File: config.mk
export PLATFORM = sky130hd
export DESIGN_NAME = transceiver_link_ctrl
export DESIGN_NICKNAME = d
export VERILOG_FILES = /design/src/rtl/transceiver_link_ctrl_pkg.sv /design/src/rtl/transceiver_link_ctrl_timer.sv /design/src/rtl/transceiver_link_ctrl.sv
export SDC_FILE = /design/constraint.sdc
export NUM_CORES = 1
export LEC_CHECK = 0
export ABC_AREA = 1
export CAP_MARGIN = 20
export CORE_ASPECT_RATIO = 1.25
export CORE_MARGIN = 3
export CORE_UTILIZATION = 52
export CTS_BUF_LIST = sky130_fd_sc_hd__clkbuf_4
export DETAILED_ROUTE_END_ITERATION = 10
export GPL_TIMING_DRIVEN = 0
export PLACE_DENSITY = 0.91
export SKIP_LAST_GASP = 1
export SYNTH_ARGS = -nofsm -noshare
export SYNTH_HDL_FRONTEND = slang
export SYNTH_HIERARCHICAL = 1
export SYNTH_SLANG_ARGS = --single-unit
export TNS_END_PERCENT = 10
File: constraint.sdc
create_clock -name i_clk_120 -period 2.6 [get_ports i_clk_120]
set_input_delay 0.52 -clock i_clk_120 [delete_from_list [all_inputs] [get_ports i_clk_120]]
set_output_delay 0.52 -clock i_clk_120 [all_outputs]
set_load 0.02 [all_outputs]
File: src/rtl/transceiver_link_ctrl_pkg.sv
// Shared types and constants for the transceiver link bring-up controller.
// Contents: FSM state encoding, default K-characters, PHY transmit symbol
// payload type and a small sizing helper.
package transceiver_link_ctrl_pkg;

    // Link bring-up states.
    typedef enum logic [2:0] {
        ST_IDLE     = 3'd0,
        ST_CAL_WAIT = 3'd1,
        ST_BACKOFF  = 3'd2,
        ST_UP       = 3'd3,
        ST_FAIL     = 3'd4
    } link_state_e;

    // K28.5: sent while calibrating or backing off.
    localparam logic [7:0] K28_5_TRAIN = 8'hBC;
    // K28.1: sent when idle, disabled, failed, or no upper-layer data.
    localparam logic [7:0] K28_1_IDLE  = 8'h3C;

    // One transmit symbol towards the PHY.
    typedef struct packed {
        logic       k_en;
        logic [7:0] data;
    } tx_sym_t;

    function automatic int unsigned max_u(input int unsigned a, input int unsigned b);
        return (a > b) ? a : b;
    endfunction

endpackage

File: src/rtl/transceiver_link_ctrl_timer.sv
// Loadable up-counter with terminal-count flag, shared by the calibration
// timeout and back-off phases.
// Ports:
//   clk_i     clock
//   rst_i     synchronous active-high reset
//   clr_i     reload the count to 0 (wins over en_i)
//   en_i      advance the count by one
//   tc_val_i  terminal count value
//   tc_o      count equals tc_val_i (decoded from the count register)
module transceiver_link_ctrl_timer #(
    parameter int unsigned W = 12
) (
    input  logic         clk_i,
    input  logic         rst_i,
    input  logic         clr_i,
    input  logic         en_i,
    input  logic [W-1:0] tc_val_i,
    output logic         tc_o
);

    logic [W-1:0] cnt_q;
    logic [W-1:0] cnt_d;

    // Next count: clear has priority over increment.
    always_comb begin
        cnt_d = cnt_q;
        if (clr_i) begin
            cnt_d = '0;
        end else if (en_i) begin
            cnt_d = cnt_q + W'(1);
        end
    end

    always_ff @(posedge clk_i) begin
        if (rst_i) begin
            cnt_q <= '0;
        end else begin
            cnt_q <= cnt_d;
        end
    end

    assign tc_o = (cnt_q == tc_val_i);

endmodule

File: src/rtl/transceiver_link_ctrl.sv
// Link bring-up controller above the transceiver PHY: sequences receiver
// calibration with timeout and bounded retries with back-off, and drives the
// PHY transmit stream (K-characters while down, upper-layer data while up).
// Ports:
//   i_clk_120, i_clk_120_rst     clock, synchronous active-high reset
//   i_link_en                    1 = bring up / hold link, 0 = drop it
//   o_cal_start                  one-cycle calibration start pulse
//   i_cal_done, i_cal_fail       PHY calibration result
//   i_tx_valid/k_en/byte         upper-layer transmit byte
//   o_tx_ready                   upper layer may transfer (state decode)
//   o_packet_k_en/byte           registered symbol to PHY transmitter
//   o_link_up, o_link_fail       link status
//   o_retry_cnt                  calibration retries used
module transceiver_link_ctrl
    import transceiver_link_ctrl_pkg::*;
#(
    parameter int unsigned CAL_TIMEOUT    = 4096,
    parameter int unsigned MAX_RETRIES    = 3,
    parameter int unsigned BACKOFF_CYCLES = 256,
    parameter logic [7:0]  TRAIN_K        = K28_5_TRAIN,
    parameter logic [7:0]  IDLE_K         = K28_1_IDLE,
    localparam int unsigned RW = (MAX_RETRIES > 0) ? $clog2(MAX_RETRIES + 1) : 1
) (
    input  logic          i_clk_120,
    input  logic          i_clk_120_rst,
    input  logic          i_link_en,
    output logic          o_cal_start,
    input  logic          i_cal_done,
    input  logic          i_cal_fail,
    input  logic          i_tx_valid,
    input  logic          i_tx_k_en,
    input  logic [7:0]    i_tx_byte,
    output logic          o_tx_ready,
    output logic          o_packet_k_en,
    output logic [7:0]    o_packet_byte,
    output logic          o_link_up,
    output logic          o_link_fail,
    output logic [RW-1:0] o_retry_cnt
);

    localparam int unsigned TMAX = max_u(CAL_TIMEOUT, BACKOFF_CYCLES);
    localparam int unsigned TW   = (TMAX > 1) ? $clog2(TMAX) : 1;

    link_state_e   state_q, state_d;
    logic [RW-1:0] retry_q, retry_d;
    logic          cal_start_q, cal_start_d;
    logic          link_up_q, link_up_d;
    logic          link_fail_q, link_fail_d;
    tx_sym_t       pkt_q, pkt_d;

    logic          tmr_clr_c;
    logic          tmr_en_c;
    logic          tmr_tc;
    logic [TW-1:0] tmr_tc_val;

    // Terminal count follows the phase currently being timed.
    assign tmr_tc_val = (state_q == ST_BACKOFF) ? TW'(BACKOFF_CYCLES - 1)
                                                : TW'(CAL_TIMEOUT - 1);

    transceiver_link_ctrl_timer #(
        .W (TW)
    ) u_timer (
        .clk_i    (i_clk_120),
        .rst_i    (i_clk_120_rst),
        .clr_i    (tmr_clr_c),
        .en_i     (tmr_en_c),
        .tc_val_i (tmr_tc_val),
        .tc_o     (tmr_tc)
    );

    // Next-state, counter control and registered-output next values.
    always_comb begin
        state_d   = state_q;
        retry_d   = retry_q;
        tmr_clr_c = 1'b0;
        tmr_en_c  = 1'b0;

        case (state_q)
            ST_IDLE: begin
                if (i_link_en) begin
                    state_d   = ST_CAL_WAIT;
                    retry_d   = '0;
                    tmr_clr_c = 1'b1;
                end
            end
            ST_CAL_WAIT: begin
                tmr_en_c = 1'b1;
                // Fail beats done; done beats a same-cycle timeout.
                if (i_cal_fail || (!i_cal_done && tmr_tc)) begin
                    tmr_clr_c = 1'b1;
                    if (retry_q == RW'(MAX_RETRIES)) begin
                        state_d = ST_FAIL;
                    end else begin
                        retry_d = retry_q + RW'(1);
                        state_d = ST_BACKOFF;
                    end
                end else if (i_cal_done) begin
                    state_d = ST_UP;
                end
            end
            ST_BACKOFF: begin
                tmr_en_c = 1'b1;
                if (tmr_tc) begin
                    state_d   = ST_CAL_WAIT;
                    tmr_clr_c = 1'b1;
                end
            end
            ST_UP:   state_d = ST_UP;
            ST_FAIL: state_d = ST_FAIL;
            default: state_d = ST_IDLE;
        endcase

        // Dropping the enable overrides every other transition.
        if (!i_link_en) begin
            state_d   = ST_IDLE;
            retry_d   = '0;
            tmr_clr_c = 1'b1;
        end

        cal_start_d = (state_d == ST_CAL_WAIT) && (state_q != ST_CAL_WAIT);
        link_up_d   = (state_d == ST_UP);
        link_fail_d = (state_d == ST_FAIL);

        // A byte accepted in UP is emitted even if the link drops that cycle.
        if ((state_q == ST_UP) && i_tx_valid) begin
            pkt_d = '{k_en: i_tx_k_en, data: i_tx_byte};
        end else if ((state_d == ST_CAL_WAIT) || (state_d == ST_BACKOFF)) begin
            pkt_d = '{k_en: 1'b1, data: TRAIN_K};
        end else begin
            pkt_d = '{k_en: 1'b1, data: IDLE_K};
        end
    end

    always_ff @(posedge i_clk_120) begin
        if (i_clk_120_rst) begin
            state_q     <= ST_IDLE;
            retry_q     <= '0;
            cal_start_q <= 1'b0;
            link_up_q   <= 1'b0;
            link_fail_q <= 1'b0;
            pkt_q       <= '{k_en: 1'b1, data: IDLE_K};
        end else begin
            state_q     <= state_d;
            retry_q     <= retry_d;
            cal_start_q <= cal_start_d;
            link_up_q   <= link_up_d;
            link_fail_q <= link_fail_d;
            pkt_q       <= pkt_d;
        end
    end

    assign o_tx_ready    = (state_q == ST_UP);
    assign o_cal_start   = cal_start_q;
    assign o_link_up     = link_up_q;
    assign o_link_fail   = link_fail_q;
    assign o_retry_cnt   = retry_q;
    assign o_packet_k_en = pkt_q.k_en;
    assign o_packet_byte = pkt_q.data;

endmodule

* Word-level counts from Yosys, hierarchy flattened *
Index checks and enable logic that the tools add are counted.

operators by class
  add/subtract/negate cells = 2
  eq/ne operators = 13
  multiplexer cells = 17
  bitwise operators = 1
  reduce and logical (&&, ||, !) cells = 12

operator list
  kind                                                    number
  two-way mux 3 bit                                       5
  case mux 3 bit (5 select lines)                         1
  adder 12 x 1 -> 12 bit (second input constant)          1
  equality test 12 bit                                    1
  equality test 3 x 2 -> 1 bit (second input constant)    4
  two-way mux 12 bit                                      1
  two-way mux 9 bit                                       1
  two-way mux 8 bit                                       1
  equality test 3 x 1 -> 1 bit (second input constant)    2
  equality test 3 bit (second input constant)             2
  OR reduction 2 bit                                      3
  two-way mux 1 bit                                       4
  two-way mux 2 bit                                       2
  inequality test 2 bit (second input constant)           2
  case mux 2 bit (2 select lines)                         1
  logical AND 1 bit                                       3
  zero test 3 bit                                         1
  inequality test 3 x 1 -> 1 bit (second input constant)  1
  case mux 1 bit (3 select lines)                         1
  AND reduction 3 bit                                     1
  adder 2 x 1 -> 2 bit (second input constant)            1
  equality test 2 bit (second input constant)             1
  logical OR 1 bit                                        2
  nonzero test 2 bit                                      1
  2 further kinds                                         2

word-level totals
  flip-flop bits (word level) = 29
  bits of input ports = 15
  output and inout port bits = 15
  word-level logic and storage cells = 53

* Depth between registers and ports, before layout *
Gate-level depths: netlist of run 1.

  word-level depth = 12
  depth in mapped cells = 18
  gate-level depth less buffers = 18

* Hierarchy *
Netlist of run 1, hierarchy kept.

modules (own cells, without submodules)
  module                       instances  cells an instance  area an instance (sq um)  seq. area each (sq um)
  transceiver_link_ctrl_timer  1          121                754.5                     240.2
  transceiver_link_ctrl        1          91                 714.4                     340.3

* Least setup slack after synthesis of run 1 *
Ideal clock, no wire load.

  kind = flip-flop to flip-flop
  start = register state_q[2]
  end = register u_timer.cnt_q[4]
  library setup time = 0.078 ns
  data arrival time = 1.811 ns
  required time = 2.522 ns
  path slack = 0.711 ns
  cell stages (with the launch flop) = 15
  path buffers = 0
  clock period less this slack = 1.889 ns
  cell sequence = dfxtp_1 > nor2_1 > nand2_1 > inv_1 > nand2_1 > nand2_1 > nand2_1 > nor2_1 > nand2_1 > nor2_1 > a21oi_1 > o2111ai_1 > nor2_2 > inv_1 > nor3_1

on the way
  word-level cells in the longest chain between the ends = 9
  elaborated cells between the ends (all ways) = 14
  those cells by class = eq/ne: 3; mux: 6; reduce/logical: 5

ends and longest elaborated chain
  item                                     line                               text
  start, declared                          transceiver_link_ctrl.sv:44        link_state_e state_q, state_d;
  start signal, assigned                   transceiver_link_ctrl.sv:143       state_q <= state_d;
  equality test 3 x 2 -> 1 bit (*)         transceiver_link_ctrl.sv:57        assign tmr_tc_val = (state_q == ST_BACKOFF) ? TW'(BACKOFF_CYCLES - 1)
  two-way mux 12 bit (*)                   transceiver_link_ctrl.sv:57
  via tmr_tc_val[10]                       transceiver_link_ctrl.sv:54        logic [TW-1:0] tmr_tc_val;
  equality test 12 bit (*)                 transceiver_link_ctrl_timer.sv:42  assign tc_o = (cnt_q == tc_val_i);
  via tmr_tc                               transceiver_link_ctrl.sv:53        logic tmr_tc;
  logical AND 1 bit                        transceiver_link_ctrl.sv:89        if (i_cal_fail || (!i_cal_done && tmr_tc)) begin
  logical OR 1 bit                         transceiver_link_ctrl.sv:89
  two-way mux 1 bit                        transceiver_link_ctrl.sv:89
  case mux 1 bit (3 select lines) (*)      transceiver_link_ctrl.sv:78        case (state_q)
  two-way mux 1 bit (*)                    transceiver_link_ctrl.sv:114       if (!i_link_en) begin
  via tmr_clr_c                            transceiver_link_ctrl.sv:51        logic tmr_clr_c;
  OR reduction 2 bit (no source line) (*)  --
  end signal, assigned                     transceiver_link_ctrl_timer.sv:38  cnt_q <= cnt_d;
  end, declared                            transceiver_link_ctrl_timer.sv:21  logic [W-1:0] cnt_q;

The timed path passes the listed nets; every way through them passes the cells marked *.
A chain may end at the register's enable or synchronous reset.

* Worst setup path after layout of run 1 *
Same ends and word-level chain as after synthesis.

==> results.py, run 1 <==
metrics = {
    "cells_and_area": {
        "syn_to_final_growth_pct": 30.8,
        "final_cell_area_mm2": 0.00192,
        "layout.filler_cells": 202,
        "final_net_count": 275,
        "n_antenna_cell": 0,
        "drive_above_1_share": 0.104,
    },
    "min_path": {
        "worstHoldPathType": "register to register",
        "hold_start": "o_retry_cnt[0]",
        "worstHoldEndpoint": "o_retry_cnt[0]",
        "timing.hold.worst_path_depth": 2,
    },
    "clock_tree": {
        "setup_bufs_post_cts": 0,
        "tritoncts_num_sinks": 29,
        "clock_input_transition_at_the_sequential_cells_of_the_worst_setup_and_hold_paths_ps": 90,
        "cts_tree": "built",
        "clk_root_buf": "sky130_fd_sc_hd__clkbuf_4",
        "worst_skew_pair.late_latency_ps": 330,
        "post_cts.resized_instances": 0,
        "htree_num_levels": 2,
        "cts.hold.buffers_added": 0,
        "clockBufferDepth": 2,
        "cts_inserted_buffers": 5,
    },
    "sta": {
        "final.setup_skew_ps": 10.7,
        "unrepaired_setup_endpoints_after_global_routing": "false",
        "max_freq_ghz": 0.434,
        "worst_hold_slack_ps": 488,
        "fin_crit_ps": 2300,
        "fin_crit_sh": 0.886,
        "slew_violations": 0,
        "timing.final.setup_violations": 0,
        "hold_viol": 0,
        "timing.setup.tns_ps": 0,
    },
    "routing": {
        "ant_nets": 0,
        "drt_pre_antenna_iters": 6,
        "route.detailed.vias_per_inst": 4.95,
        "post-route-drc-count": 0,
        "routed_wirelength_mm": 3.24,
        "post_drt_wl_per_cell_um": 11.1,
        "num_vias": 1444,
        "first_iter_violations": 39,
    },
    "critical_path": {
        "worstPathArrival_ps": 2550,
        "r2r.worst_path.cells": 14,
        "reg2reg_setup_slack_ps": 300,
        "cp_data_required_time_ps": 2850,
        "regToRegStartpoint": "state_q[2]",
        "critical_path_class": "register to register",
        "startpoint_type": "register",
        "timing.critical_path.fanout_max": 10,
        "setup.worst_path.end_class": "register",
        "r2r_end": "u_timer/cnt_q[4]",
    },
    "global_routing": {
        "track_usage": 0.214,
        "number_of_global_route_vias_before_repair": 1418,
        "antenna_found_initial": 0,
        "global_route.overflow_total": 0,
        "maximum_number_of_pins_on_one_net_before_global_route_repair": 11,
        "grt_first_pass_wirelength_mm": 5.59,
    },
    "die": {
        "floorplan.core_area_mm2": 0.00255,
        "fp.dieArea_mm2": 0.00350,
        "dieHeight_um": 65.4,
        "placement_row_count": 20,
        "top_level_ports": 30,
        "initial_standard_cell_utilization_of_the_core": 0.575,
        "dieWidth_um": 53.5,
    },
    "yosys": {
        "ys_seq_elements": 29,
        "ys_top_cells_by_area": "sky130_fd_sc_hd__dfxtp_1, sky130_fd_sc_hd__nand2_1, sky130_fd_sc_hd__inv_1",
        "syn_area_per_cell_um2": 6.93,
        "yosysSeqAreaShare": 0.395,
        "area_fraction_of_the_dominant_cell_type_after_synthesis": 0.395,
        "ys_types": 24,
        "gate_count_post_synth": 212,
        "ys_warn_count": 6,
        "netlist_area_mm2": 0.00147,
        "yosysTopAreaCell": "sky130_fd_sc_hd__dfxtp_1",
    },
    "power": {
        "intPower_mw": 0.704,
        "design_power_total_mw": 0.916,
        "power_density_mw_per_mm2": 476,
        "p_seq_frac": 0.496,
        "comb_power_share": 0.106,
        "power.switching_mw": 0.211,
        "sw_ratio": 0.231,
        "share_clk_of_total_power": 0.399,
        "worst_supply_voltage_drop_on_vdd_mv": 0.417,
        "leakage_nw": 0.807,
    },
    "place": {
        "dpl-instance-area_mm2": 0.00184,
        "gpl.final_weighted_congestion": 0.855,
        "io_buffer_count": 29,
        "detailed_place_hpwl_mm": 2.49,
    },
    "flow_run": {
        "maxCapViolations": 0,
    },
    "status": {
        "status": "completed",
    },
}
## kinds of logic after synthesis
group                    Yosys count  share of synthesized area
AO/OA/AOI/OAI                     21                     0.0792
XOR/XNOR                           7                     0.0417
adder cells (fa/ha/maj)            2                     0.0170
buffers and inverters             36                     0.0920
flip-flops                        29                      0.395
other                              1                    0.00255
AND/OR/NAND/NOR                  116                      0.372
## metal layers
metal,vias to the layer above,wire length (um),global-route usage
li1,744,-,-
met1,651,1260,0.218
met2,44,1710,0.383
met3,5,225,0.0839
met4,0,40,0.0703
met5,-,0,0
## worst max-delay path by stage
stage | endpoint | cells after the start | from | slack, ps
after global placement | u_timer/cnt_q[4] | 14 | state_q[2] | 350
after floorplan | u_timer/cnt_q[4] | 14 | state_q[2] | 710
after detailed placement | u_timer/cnt_q[4] | 14 | state_q[2] | 250
final | u_timer/cnt_q[4] | 14 | state_q[2] | 300
after CTS | u_timer/cnt_q[4] | 14 | state_q[2] | 210
after global routing | u_timer/cnt_q[4] | 14 | state_q[2] | 70
## critical path, stage by stage (launching register included)
cell and delay [ps]:
sky130_fd_sc_hd__dfxtp_1 450, sky130_fd_sc_hd__nor2_1 90, sky130_fd_sc_hd__nand2_1 220, sky130_fd_sc_hd__inv_1 60, sky130_fd_sc_hd__nand2_1 60, sky130_fd_sc_hd__nand2_1 60
sky130_fd_sc_hd__nand2_1 70, sky130_fd_sc_hd__nor2_1 40, sky130_fd_sc_hd__nand2_1 60, sky130_fd_sc_hd__nor2_1 80, sky130_fd_sc_hd__a21oi_1 220, sky130_fd_sc_hd__o2111ai_1 190
sky130_fd_sc_hd__nor2_4 290, sky130_fd_sc_hd__inv_1 130, sky130_fd_sc_hd__nor3_1 200
## cells in the final DEF (no fill, tap or decap), drive strengths merged, types with 6 or more instances in the layout
cell and n:
a21oi 11, clkbuf 7, clkdlybuf4s50 29, conb 11, dfxtp 29, inv 35, nand2 50, nand3 19
nor2 35, o21ai 6, xnor2 7
## cell usage after synthesis
cell type and number:
sky130_fd_sc_hd__nand2_1 44, sky130_fd_sc_hd__inv_1 31, sky130_fd_sc_hd__dfxtp_1 29, sky130_fd_sc_hd__nor2_1 28, sky130_fd_sc_hd__nand3_1 17, sky130_fd_sc_hd__a21oi_1 11, sky130_fd_sc_hd__xnor2_1 7, sky130_fd_sc_hd__nand2_2 6
sky130_fd_sc_hd__o21ai_0 5, sky130_fd_sc_hd__or2_1 5, sky130_fd_sc_hd__inv_2 4, sky130_fd_sc_hd__nor2_2 4, sky130_fd_sc_hd__nand4_1 3, sky130_fd_sc_hd__nor2_4 3, sky130_fd_sc_hd__nor3_1 3, sky130_fd_sc_hd__a211oi_1 2
sky130_fd_sc_hd__ha_1 2, sky130_fd_sc_hd__nand3_2 2, sky130_fd_sc_hd__clkbuf_1 1, sky130_fd_sc_hd__conb_1 1, sky130_fd_sc_hd__nor3_2 1, sky130_fd_sc_hd__o2111ai_1 1, sky130_fd_sc_hd__o211ai_1 1, sky130_fd_sc_hd__o21ai_1 1
## sequential cells by signal (all words and copies together), names as in the netlist
signal and count:
u_timer/cnt_q 12, o_retry_cnt 2, o_packet_k_en 1, o_link_fail 1, o_cal_start 1, state_q 3
o_link_up 1, o_packet_byte 8
## power by group through the flow
stage	clock network, mW	logic [mW]	registers [mW]
finish	0.365	0.0968	0.454
detailed placement	0	0.0943	0.464
CTS	0.370	0.0951	0.454
floorplan	0	0.0506	0.468
global placement	0	0.0914	0.464
global route	0.393	0.107	0.454
## area by class of cell
| cell class | instances | area (um2) | area share |
|---|---|---|---|
| multi-input combinational | 157 | 796 | 0.414 |
| sequential | 29 | 581 | 0.302 |
| timing repair buffer | 29 | 290 | 0.151 |
| inverter | 35 | 131 | 0.0684 |
| clock buffer | 6 | 45.0 | 0.0234 |
| tap | 33 | 41.3 | 0.0215 |
| clock inverter | 2 | 33.8 | 0.0176 |
| buffer | 1 | 3.75 | 0.00195 |
## stage by stage
step,setup WS [ps],std cells,util
floorplan,711,222,-
global placement,351,284,0.720
detailed placement,245,284,0.720
CTS,207,292,0.751
global route,65.7,292,0.753
finish,297,292,0.753
No activity file was read; power rests on OpenSTA's default activity.
==> run 2: changes to the inputs <==
Settings changed: CORE_UTILIZATION 52 to 50, DONT_BUFFER_PORTS set to 1, PLACE_DENSITY 0.91 to 0.75.
==> results.py, run 2 (same netlist as run 1, synthesis figures left out) <==
metrics = {
    "status": {
        "status": "completed",
    },
    "critical_path": {
        "timing.critical_path.fanout_max": 10,
        "setup.worst_path.end_class": "register",
        "worstPathArrival_ps": 2450,
        "critical_path_class": "register to register",
        "cp_data_required_time_ps": 2860,
        "crit_slowest_cell": "sky130_fd_sc_hd__dfxtp_1",
        "cells_traversed_along_the_worst_timing_path": "nor2_1 -> nand2_1 -> inv_1 -> nand2_1 -> nand2_1 -> nand2_1 -> nor2_1 -> nand2_1 -> nor2_1 -> a21oi_1 -> o2111ai_1 -> nor2_4 -> inv_1 -> nor3_1",
        "worst_path_most_repeated_cell": "sky130_fd_sc_hd__nand2_1",
        "startpoint_type": "register",
        "critPathMaxStageDelay_ps": 440,
    },
    "die": {
        "fp.dieArea_mm2": 0.00363,
        "initial_standard_cell_utilization_of_the_core": 0.538,
        "top_level_ports": 30,
        "dieHeight_um": 66.6,
        "placement_row_count": 21,
        "floorplan.core_area_mm2": 0.00273,
        "dieWidth_um": 54.5,
    },
    "flow_run": {
        "maxCapViolations": 0,
    },
    "power": {
        "power_density_mw_per_mm2": 542,
        "p_seq_frac": 0.516,
        "worst_supply_voltage_drop_on_vdd_mv": 0.536,
        "leakage_nw": 0.694,
        "intPower_mw": 0.673,
        "sw_ratio": 0.242,
        "share_clk_of_total_power": 0.416,
        "comb_power_share": 0.068,
        "power.switching_mw": 0.215,
    },
    "routing": {
        "num_vias": 1254,
        "routed_wirelength_mm": 2.63,
        "route.detailed.vias_per_inst": 4.75,
        "drt_pre_antenna_iters": 4,
        "ant_nets": 0,
        "post-route-drc-count": 0,
        "first_iter_violations": 30,
        "post_drt_wl_per_cell_um": 9.95,
    },
    "cells_and_area": {
        "most_common_cell_after_layout_fill_and_taps_aside": "sky130_fd_sc_hd__nand2_1",
        "regMostFlops": "u_timer/cnt_q",
        "final_net_count": 246,
        "syn_to_final_growth_pct": 11.5,
        "layout_common_cells": "sky130_fd_sc_hd__nand2_1, sky130_fd_sc_hd__inv_1, sky130_fd_sc_hd__dfxtp_1",
        "drive_above_1_share": 0.122,
        "largest_register_ff_count": 12,
        "finish.utilization": 0.599,
        "n_antenna_cell": 0,
    },
    "sta": {
        "max_freq_ghz": 0.455,
        "timing.setup.tns_ps": 0,
        "slew_violations": 0,
        "hold_viol": 0,
        "fin_crit_sh": 0.845,
        "timing.final.setup_violations": 0,
        "unrepaired_setup_endpoints_after_global_routing": "false",
        "final.setup_skew_ps": 9.77,
        "fin_crit_ps": 2200,
    },
    "place": {
        "gpl.final_weighted_congestion": 0.825,
        "detailed_place_hpwl_mm": 2.06,
        "io_buffer_count": 0,
    },
    "clock_tree": {
        "clk_root_buf": "sky130_fd_sc_hd__clkbuf_4",
        "clock_input_transition_at_the_sequential_cells_of_the_worst_setup_and_hold_paths_ps": 100,
        "htree_num_levels": 2,
        "post_cts.resized_instances": 0,
        "cts_inserted_buffers": 5,
        "setup_bufs_post_cts": 0,
        "cts_tree": "built",
        "tritoncts_num_sinks": 29,
        "cts.hold.buffers_added": 0,
        "clockBufferDepth": 2,
        "worst_skew_pair.late_latency_ps": 320,
    },
    "global_routing": {
        "global_route.overflow_total": 0,
        "track_usage": 0.177,
        "grt_first_pass_wirelength_mm": 4.73,
        "maximum_number_of_pins_on_one_net_before_global_route_repair": 12,
        "antenna_found_initial": 0,
        "number_of_global_route_vias_before_repair": 1165,
    },
    "min_path": {
        "worstHoldPathType": "input port to register",
    },
}
==> run 2: changes by cell type in the layout (fill, tap and decap cells not counted) <==
cell                              previous run  this run
sky130_fd_sc_hd__clkdlybuf4s50_1            29         0
sky130_fd_sc_hd__clkinv_4                    0         1
sky130_fd_sc_hd__clkinvlp_4                  0         1
sky130_fd_sc_hd__clkbuf_4                    6         5
sky130_fd_sc_hd__clkinv_1                    1         0
==> run 2: layer usage <==
| metal | GRT usage | share of wire |
|---|---|---|
| met3 | 0.0828 | 0.047 |
| met4 | 0.0561 | 0.0046 |
| met1 | 0.200 | 0.46 |
| met5 | 0 | 0 |
| met2 | 0.289 | 0.49 |
==> run 2: cell type report <==
| cell class | count | area [um2] |
|---|---|---|
| clock inverter | 3 | 46.3 |
| inverter | 35 | 131 |
| clock buffer | 5 | 37.5 |
| buffer | 1 | 3.75 |
| tap | 34 | 42.5 |
| fill | 272 | 1090 |
| sequential | 29 | 581 |
| multi-input combinational | 157 | 796 |
==> run 2: worst max-delay path, delay by kind of cell, from the launching register on <==
kind	cells	cell delay (ps)
buf+inv	2	180
simple gates	10	1110
flops	1	440
compound gates	2	410
==> run 2: metrics by stage <==
step / total power [mW] / instance area, um2 / setup WS [ps] / cells / hold WS [ps]
after floorplan: 0.518 / 1510 / 711 / 222 / 486
after global placement: 0.527 / 1550 / 293 / 256 / 514
after detailed placement: 0.529 / 1550 / 246 / 256 / 519
after CTS: 0.899 / 1630 / 221 / 264 / 270
after global routing: 0.927 / 1640 / 115 / 264 / 266
final: 0.888 / 1640 / 404 / 264 / 288
==> run 2: worst paths after layout <==
| path | cells after the start | start | end | slack [ps] |
|---|---|---|---|---|
| setup reg to reg | 14 | state_q[2] | u_timer/cnt_q[4] | 400 |
| setup / recovery | 14 | state_q[2] | u_timer/cnt_q[4] | 400 |
| hold / removal | 1 | i_tx_k_en | o_packet_k_en | 290 |
| hold reg to reg | 2 | u_timer/cnt_q[0] | u_timer/cnt_q[0] | 530 |
==> run 2: power groups by stage <==
stage	registers (mW)	logic, mW	clock network [mW]
detailed placement	0.469	0.0599	0
CTS	0.459	0.0603	0.380
global placement	0.469	0.0584	0
floorplan	0.468	0.0506	0
finish	0.459	0.0605	0.369
global route	0.460	0.0707	0.396
==> run 3: changes to the inputs <==
Clock period 2.6 ns to 2.1 ns, I/O delays scaled along.
==> results.py, run 3 (same netlist as run 1, synthesis figures left out) <==
metrics = {
    "critical_path": {
        "timing.critical_path.max_delay_family": "simple AND/OR/NAND/NOR gates",
        "timing.critical_path.fanout_max": 6,
        "setup.worst_path.end_class": "register",
        "cp_data_required_time_ps": 2360,
        "timing.critical_path.buf_inv": 2,
        "startpoint_type": "register",
        "critPathMaxStageDelay_ps": 380,
        "worst_path_most_repeated_cell": "sky130_fd_sc_hd__nor2_4",
        "cells_traversed_along_the_worst_timing_path": "nor2_4 -> nand2_4 -> buf_4 -> xnor2_1 -> nand4_1 -> nor2_4 -> a21oi_2 -> o2111ai_2 -> nor2_4 -> inv_1 -> nor3_1",
        "crit_slowest_cell": "sky130_fd_sc_hd__dfxtp_4",
        "critical_path_class": "register to register",
        "worstPathArrival_ps": 2220,
    },
    "die": {
        "top_level_ports": 30,
        "floorplan.core_area_mm2": 0.00273,
        "placement_row_count": 21,
        "initial_standard_cell_utilization_of_the_core": 0.538,
        "dieHeight_um": 66.6,
        "dieWidth_um": 54.5,
        "fp.dieArea_mm2": 0.00363,
    },
    "cells_and_area": {
        "n_antenna_cell": 0,
        "finish.cell_count_without_fillers": 268,
        "drive_above_1_share": 0.188,
        "syn_to_final_growth_pct": 17.5,
        "finish.utilization": 0.631,
        "final_net_count": 250,
        "most_common_cell_after_layout_fill_and_taps_aside": "sky130_fd_sc_hd__nand2_1",
        "layout_common_cells": "sky130_fd_sc_hd__nand2_1, sky130_fd_sc_hd__inv_1, sky130_fd_sc_hd__nor2_1, sky130_fd_sc_hd__dfxtp_1, sky130_fd_sc_hd__nand3_1",
        "largest_register_ff_count": 12,
        "regMostFlops": "u_timer/cnt_q",
        "final_cell_area_mm2": 0.00173,
    },
    "sta": {
        "slew_violations": 0,
        "layout_setup_ws_ps": 131,
        "final.setup_skew_ps": 8.65,
        "unrepaired_setup_endpoints_after_global_routing": "true",
        "fin_crit_sh": 0.938,
        "max_freq_ghz": 0.508,
        "fin_crit_ps": 1970,
        "hold_viol": 0,
        "timing.final.setup_violations": 0,
    },
    "routing": {
        "drt_pre_antenna_iters": 4,
        "ant_nets": 0,
        "routed_wirelength_mm": 2.88,
        "post_drt_wl_per_cell_um": 10.7,
        "first_iter_violations": 44,
        "route.detailed.vias_per_inst": 4.85,
        "num_vias": 1301,
        "post-route-drc-count": 0,
    },
    "power": {
        "worst_supply_voltage_drop_on_vdd_mv": 0.663,
        "power_density_mw_per_mm2": 648,
        "leakage_nw": 0.724,
    },
    "global_routing": {
        "antenna_found_initial": 0,
        "grt_first_pass_wirelength_mm": 4.90,
        "global_route.overflow_total": 0,
        "maximum_number_of_pins_on_one_net_before_global_route_repair": 12,
        "track_usage": 0.186,
        "number_of_global_route_vias_before_repair": 1179,
    },
    "place": {
        "dpl.cell_count": 256,
        "detailed_place_hpwl_mm": 2.06,
        "worst_setup_slack_after_placement_ps": -254,
        "io_buffer_count": 0,
        "gpl.final_weighted_congestion": 0.825,
        "dpl-instance-area_mm2": 0.00155,
    },
    "clock_tree": {
        "clk_root_buf": "sky130_fd_sc_hd__clkbuf_4",
        "cts_inserted_buffers": 5,
        "cts_tree": "built",
        "clock_input_transition_at_the_sequential_cells_of_the_worst_setup_and_hold_paths_ps": 100,
        "clockBufferDepth": 2,
        "htree_num_levels": 2,
        "tritoncts_num_sinks": 29,
        "worst_skew_pair.late_latency_ps": 320,
    },
    "status": {
        "status": "completed",
    },
    "min_path": {
        "worstHoldPathType": "input port to register",
    },
    "flow_run": {
        "maxCapViolations": 0,
    },
}
==> run 3: changes by cell type in the layout (fill, tap and decap cells not counted), moves of 3 or more <==
cell                      before  now
sky130_fd_sc_hd__nand3_1      17   14
sky130_fd_sc_hd__buf_4         0    3
sky130_fd_sc_hd__dfxtp_1      29   26
sky130_fd_sc_hd__nand3_2       2    5
==> run 3: timing repair <==
item / in CTS / in global routing
hold buffers: 0 / 0
setup endpoints to repair: 16 / 19
setup buffers: 0 / 3
gates cloned: 1 / 0
hold endpoints to repair: 0 / 0
pin swaps: 1 / 7
resized for setup: 4 / 14
==> run 3: stage by stage <==
| step | setup TNS [ps] | power, mW | hold slack, ps |
|---|---|---|---|
| finish | 0 | 1.12 | 188 |
| global route | -54.1 | 1.16 | 166 |
| CTS | 0 | 1.12 | 170 |
| detailed placement | -1990 | 0.654 | 519 |
| global placement | -1210 | 0.653 | 514 |
| floorplan | 0 | 0.642 | 486 |
==> run 3: area by class of cell <==
class | count | area (um2)
Tap cell | 34 | 42.5
Clock inverter | 3 | 46.3
Fill cell | 257 | 1010
Sequential cell | 29 | 589
Buffer | 1 | 3.75
Inverter | 35 | 131
Multi-Input combinational cell | 158 | 852
Clock buffer | 5 | 37.5
Timing Repair Buffer | 3 | 22.5
==> run 3: worst paths after layout <==
check | from | endpoint | cells after the start | slack [ps]
max | state_q[0] | u_timer/cnt_q[4] | 11 | 130
min reg2reg | u_timer/cnt_q[0] | u_timer/cnt_q[0] | 2 | 530
min | i_tx_k_en | o_packet_k_en | 1 | 190
max reg2reg | state_q[0] | u_timer/cnt_q[4] | 11 | 130
==> run 3: routing by layer <==
layer | track usage | vias up | wire length, um
met3 | 0.0805 | 4 | 172
met5 | 0 | - | 0
met4 | 0.0498 | 0 | 24
met1 | 0.208 | 562 | 1240
li1 | - | 695 | -
met2 | 0.311 | 40 | 1440
==> run 3: where the power goes <==
group          total [mW]  leakage, nW  switching, mW  internal, mW
logic              0.0880        0.446         0.0562        0.0318
clock network       0.462       0.0414          0.210         0.252
registers           0.567        0.236         0.0121         0.555
total                1.12        0.724          0.278         0.839
==> run 3: worst register-to-register path, stage by stage, from the launching register on <==
cell	delay, ps
sky130_fd_sc_hd__dfxtp_4	380
sky130_fd_sc_hd__nor2_4	140
sky130_fd_sc_hd__nand2_4	80
sky130_fd_sc_hd__buf_4	150
sky130_fd_sc_hd__xnor2_1	120
sky130_fd_sc_hd__nand4_1	140
sky130_fd_sc_hd__nor2_4	60
sky130_fd_sc_hd__a21oi_2	200
sky130_fd_sc_hd__o2111ai_2	190
sky130_fd_sc_hd__nor2_4	190
sky130_fd_sc_hd__inv_1	90
sky130_fd_sc_hd__nor3_1	170
